## src/rtl/fec_chain_sequencer.sv

```systemverilog
// Control sequencer for the FEC loopback chain: ADC ingest handshake, one-word
// chain walk through encoder/modulator/demodulator/decoder, paced output reads.
module fec_chain_sequencer #(
   parameter int ENC_LAT    = 2,
   parameter int MOD_LAT    = 2,
   parameter int DEMOD_LAT  = 2,
   parameter int DEC_LAT    = 2,
   parameter int OUT_GAP    = 4,
   parameter int RD_TIMEOUT = 4
) (
   input  logic clk,
   input  logic rst_n,
   input  logic en,
   input  logic req,
   output logic ack,
   input  logic in_full,
   input  logic in_empty,
   input  logic in_rd_valid,
   output logic in_wr_en,
   output logic in_rd_en,
   input  logic out_full,
   input  logic out_empty,
   input  logic out_rd_valid,
   output logic out_wr_en,
   output logic out_rd_en,
   output logic en_encoder,
   output logic en_modulator,
   output logic en_demodulator,
   output logic en_decoder,
   output logic out_valid,
   output logic busy,
   output logic err_timeout
);

   typedef enum logic [2:0] {
      IDLE, FETCH, WAIT_RD, ENC, MOD, DEMOD, DEC, WRITE
   } state_t;

   localparam logic [3:0] ENC_LOAD   = 4'(ENC_LAT - 1);
   localparam logic [3:0] MOD_LOAD   = 4'(MOD_LAT - 1);
   localparam logic [3:0] DEMOD_LOAD = 4'(DEMOD_LAT - 1);
   localparam logic [3:0] DEC_LOAD   = 4'(DEC_LAT - 1);
   localparam logic [3:0] GAP_LOAD   = 4'(OUT_GAP - 1);
   localparam logic [3:0] RD_LOAD    = 4'(RD_TIMEOUT - 1);

   state_t     state, state_n;
   logic [3:0] cnt, cnt_n;
   logic [3:0] gap_cnt;
   logic       set_err;
   logic       accept;
   logic       rd_fire;

   // The !ack term limits ingest to one word every two cycles.
   assign accept    = req & en & ~in_full & ~ack;
   assign rd_fire   = en & ~out_empty & (gap_cnt == 4'd0) & ~out_rd_en;
   assign out_valid = out_rd_valid;

   // NOTE: every signal assigned here gets a default first, so no path leaves
   // it unassigned and no latch is inferred.
   always_comb begin
      state_n = state;
      cnt_n   = cnt;
      set_err = 1'b0;
      case (state)
         IDLE:
            if (en && !in_empty && !out_full) state_n = FETCH;
         FETCH: begin
            state_n = WAIT_RD;
            cnt_n   = RD_LOAD;
         end
         WAIT_RD:
            if (in_rd_valid) begin
               state_n = ENC;
               cnt_n   = ENC_LOAD;
            end else if (cnt == 4'd0) begin
               state_n = IDLE;
               set_err = 1'b1;
            end else begin
               cnt_n = cnt - 4'd1;
            end
         ENC:
            if (cnt == 4'd0) begin
               state_n = MOD;
               cnt_n   = MOD_LOAD;
            end else begin
               cnt_n = cnt - 4'd1;
            end
         MOD:
            if (cnt == 4'd0) begin
               state_n = DEMOD;
               cnt_n   = DEMOD_LOAD;
            end else begin
               cnt_n = cnt - 4'd1;
            end
         DEMOD:
            if (cnt == 4'd0) begin
               state_n = DEC;
               cnt_n   = DEC_LOAD;
            end else begin
               cnt_n = cnt - 4'd1;
            end
         DEC:
            if (cnt == 4'd0) state_n = WRITE;
            else cnt_n = cnt - 4'd1;
         WRITE:
            state_n = IDLE;
         default:
            state_n = IDLE;
      endcase
   end

   // NOTE: sequential state uses non-blocking assignments so every flop samples
   // pre-edge values regardless of statement order.
   always_ff @(posedge clk or negedge rst_n) begin
      if (!rst_n) begin
         state <= IDLE;
         cnt   <= 4'd0;
      end else begin
         state <= state_n;
         cnt   <= cnt_n;
      end
   end

   // Strobes are decoded from the next state so they are flop outputs that
   // line up with the state they belong to.
   always_ff @(posedge clk or negedge rst_n) begin
      if (!rst_n) begin
         in_rd_en       <= 1'b0;
         en_encoder     <= 1'b0;
         en_modulator   <= 1'b0;
         en_demodulator <= 1'b0;
         en_decoder     <= 1'b0;
         out_wr_en      <= 1'b0;
         busy           <= 1'b0;
         err_timeout    <= 1'b0;
      end else begin
         in_rd_en       <= (state_n == FETCH);
         en_encoder     <= (state_n == ENC);
         en_modulator   <= (state_n == MOD);
         en_demodulator <= (state_n == DEMOD);
         en_decoder     <= (state_n == DEC);
         out_wr_en      <= (state_n == WRITE);
         busy           <= (state_n != IDLE);
         if (set_err) err_timeout <= 1'b1;
      end
   end

   always_ff @(posedge clk or negedge rst_n) begin
      if (!rst_n) begin
         ack      <= 1'b0;
         in_wr_en <= 1'b0;
      end else begin
         ack      <= accept;
         in_wr_en <= accept;
      end
   end

   // Gap counter loads on the same edge the read strobe rises, giving a read
   // spacing of exactly OUT_GAP cycles.
   always_ff @(posedge clk or negedge rst_n) begin
      if (!rst_n) begin
         out_rd_en <= 1'b0;
         gap_cnt   <= 4'd0;
      end else begin
         out_rd_en <= rd_fire;
         if (rd_fire) gap_cnt <= GAP_LOAD;
         else if (gap_cnt != 4'd0) gap_cnt <= gap_cnt - 4'd1;
      end
   end

endmodule

```

## config.mk

```make
export PLATFORM = sky130hd
export DESIGN_NAME = fec_chain_sequencer
export DESIGN_NICKNAME = d
export VERILOG_FILES = /design/src/rtl/fec_chain_sequencer.sv
export SDC_FILE = /design/constraint.sdc
export NUM_CORES = 1
export LEC_CHECK = 0
export CAP_MARGIN = 20
export CORE_ASPECT_RATIO = 1.5
export CORE_UTILIZATION = 55
export CTS_BUF_LIST = sky130_fd_sc_hd__clkbuf_2 sky130_fd_sc_hd__clkbuf_4 sky130_fd_sc_hd__clkbuf_8
export CTS_CLUSTER_SIZE = 16
export DETAILED_ROUTE_END_ITERATION = 8
export DONT_BUFFER_PORTS = 1
export GPL_TIMING_DRIVEN = 1
export PLACE_DENSITY = 0.73
export SLEW_MARGIN = 20
export SYNTH_ARGS = -nofsm -noshare
export SYNTH_HDL_FRONTEND = slang
export SYNTH_SLANG_ARGS = --single-unit
```

## constraint.sdc

```tcl
create_clock -name clk -period 1.69 [get_ports clk]
set_input_delay 0.338 -clock clk [delete_from_list [all_inputs] [get_ports clk]]
set_output_delay 0.338 -clock clk [all_outputs]
set_load 0.02 [all_outputs]
```

==> impl_results.md <==
* Status: finished clean
* Final hold slack at approximately 0.085 ns
* Peak supply drop at around 0.0012 V
* Commonest non-fill, non-tap cell in the layout: dfrtp_1
* HP Class: primary input to flop
* DR vias at 1030
* Syn avg cell area at 9.15 sq um
* Final min period at about 1.7 ns
* Worst Path Max Fanout at 8
* Drt drc at 0
* Row count at 20
* Die Width at roughly 41 um
* Worst endpoint required time at between 1.5 and 2 ns
* Placement Setup Slack at roughly 0.054 ns
* Detailed-route wire length at between 2000 and 2500 um
* Largest net degree at the start of global routing at 22
* RSZ-0062 raised after global routing: yes
* Power Density at between 1500 and 2000 nW/um^2
* Clk root buf: clkbuf_4
* Initial antenna violation count at 0
* H-tree levels at 1
* Syn-to-layout area delta at 10.0%
* Final ANT Viol Nets at 0
* Most frequent cells in the layout: 21 x dfrtp_1, 16 x nand2_1, 14 x buf_4
* Worst-path clk slew at between 0.1 and 0.15 ns
* GRT overflow at 0
* Syn nets at about 150
* Yosys cell types at 42
* Clock sink count at 21
* Post-synthesis sequential area ratio at 0.429
* Kind of end point of the critical path: flop
* WS Path Type: flop to flop
* N_diodes at 0
* Data arrival, critical path at ~1.9 ns
* DR pass1 iterations at 4
* Final setup fails at 0
* Primary FF master, synth: dfrtp_1
* Final worst path period share at 0.993
* Avg Vias per Cell at 6.36
* Synth warnings at 0
* Wirelength per Cell at around 15 um
* Slew Viols, Final at 0
* Final GP Congestion at around 0.8
* R2r worst-path depth at 8
* Worst skew pair latency at around 0.30 ns
* Starting Density at 0.598
* Vias in the first global route at around 940
* Initial DRC Count at 39
* Die ar. at ~2400 sq um
* Boundary Pins at 22
* Setup TNS at 0 ns
* Leak Pwr at 0.580 nW
* Final Hold Viols at 0
* Highest clock rate at about 600 MHz
* Post-Synthesis Cell Area at 1230 sq um
* CTS Buffer Depth at 2
* Async SR Flop Fraction at 1.00
* Detail Placement HPWL at between 1500 and 2000 um
* Max_cap viols at 0
* Synth Instances at roughly 130
* Worst Tran Pin Value at between 0.9 and 1 ns
* First-pass GRT wire length at slightly below 4000 um
* Vert. Die Dim at around 60 um
* Register bit total from synthesis at 21
* TritonCTS Buffers at 3
* CTS tree: done
* Placed cells at 154
* Hold path depth at 1
* Buffers on Ports at 0
* PnR worst setup slack at around 0.012 ns
* Setup crit start kind: flop
* EDFF count, synth at 0
* Clock skew at between 0.003 and 0.004 ns
* Total GRT Usage at 0.236
* Core area at slightly above 2000 sq um
* Slew HR at 0.365
* Ratio of cells with drive above 1 in the final layout at 0.186
* Layout net count at roughly 160
* Fin cells at 162
## power by group
group	leakage [nW]	internal (mW)	switching [mW]
clock network	0.0184	0.108	0.146
logic	0.297	0.645	0.725
registers	0.264	0.682	0.237
total	0.580	1.44	1.11
## critical path, cell delays in order (launching register included)
cell and delay, ns:
dfrtp_1 0.42, inv_1 0.07, ha_2 0.17, nor3b_4 0.20, inv_2 0.11, ha_4 0.17, o211ai_1 0.22, o311ai_2 0.15
o21ai_1 0.10
## kinds of logic (layout without fill, tap and decap cells)
group | after synthesis | after routing | synth area share
AO/OA/AOI/OAI | 31 | 31 | 0.171
XOR/XNOR | 1 | 1 | 0.00714
adder cells (fa/ha/maj) | 4 | 4 | 0.0408
buffers and inverters | 20 | 26 | 0.0806
flip-flops | 21 | 21 | 0.429
multiplexers | 3 | 3 | 0.0245
AND/OR/NAND/NOR | 54 | 54 | 0.247
## metrics by stage
step / area [sq um] / utilization / power (mW)
floorplan: 1240 / - / 1.87
CTS: 1320 / 0.643 / 2.45
detailed placement: 1280 / 0.623 / 2.19
finish: 1350 / 0.657 / 2.54
global route: 1350 / 0.657 / 2.77
global placement: 1280 / 0.623 / 2.11
## flip-flops by register name, indices dropped and copies added (netlist names)
name / flops
gap_cnt: 4
out_rd_en: 1
state: 3
en_encoder: 1
en_demodulator: 1
out_wr_en: 1
en_decoder: 1
cnt: 4
in_wr_en: 1
busy: 1
en_modulator: 1
in_rd_en: 1
err_timeout: 1
## layout make-up
cell class,instances,area [sq um]
repair buffers,15,115
well taps,22,27.5
multi-input cells,93,624
clock buffers,4,30.0
inverters,7,26.3
fillers,177,703
flip-flops and latches,21,526
## final timing paths
check                            from    endpoint  slack, ns
max                            cnt[1]      cnt[0]       0.01
min                           in_full    in_wr_en       0.09
max reg2reg                    cnt[1]      cnt[0]       0.01
min reg2reg                gap_cnt[3]  gap_cnt[3]       0.52
max in group asynchronous       rst_n  gap_cnt[2]       0.50
min in group asynchronous       rst_n   out_rd_en       0.62
## synthesized netlist by cell type, types with 3 or more instances
cell,instances,area [sq um]
dfrtp_1,21,526
nand2_1,16,60.1
nor2_1,11,41.3
a21oi_1,7,35.0
inv_1,6,22.5
clkbuf_1,5,18.8
o21ai_0,5,25.0
buf_2,4,20.0
ha_1,4,50.1
nor3_1,4,20.0
a211oi_1,3,22.5
buf_4,3,22.5
mux2i_1,3,30.0
nand2b_1,3,18.8
nor4_1,3,18.8
## per-layer routing
metal | GRT usage | routed length, um | up-vias
met2 | 0.397 | 1320 | 35
met3 | 0.0223 | 123 | 4
met4 | 0.100 | 44 | 0
met5 | 0 | 0 | -
li1 | - | - | 494
met1 | 0.291 | 982 | 497
## repair_timing
item / in CTS / in global routing
hold buffers: 1 / 0
buffers inserted: 0 / 3
endpoints found under the setup margin: 0 / 5
resized for setup: 0 / 2
endpoints found under the hold margin: 21 / 0
No activity file was read; power rests on OpenSTA's default activity.
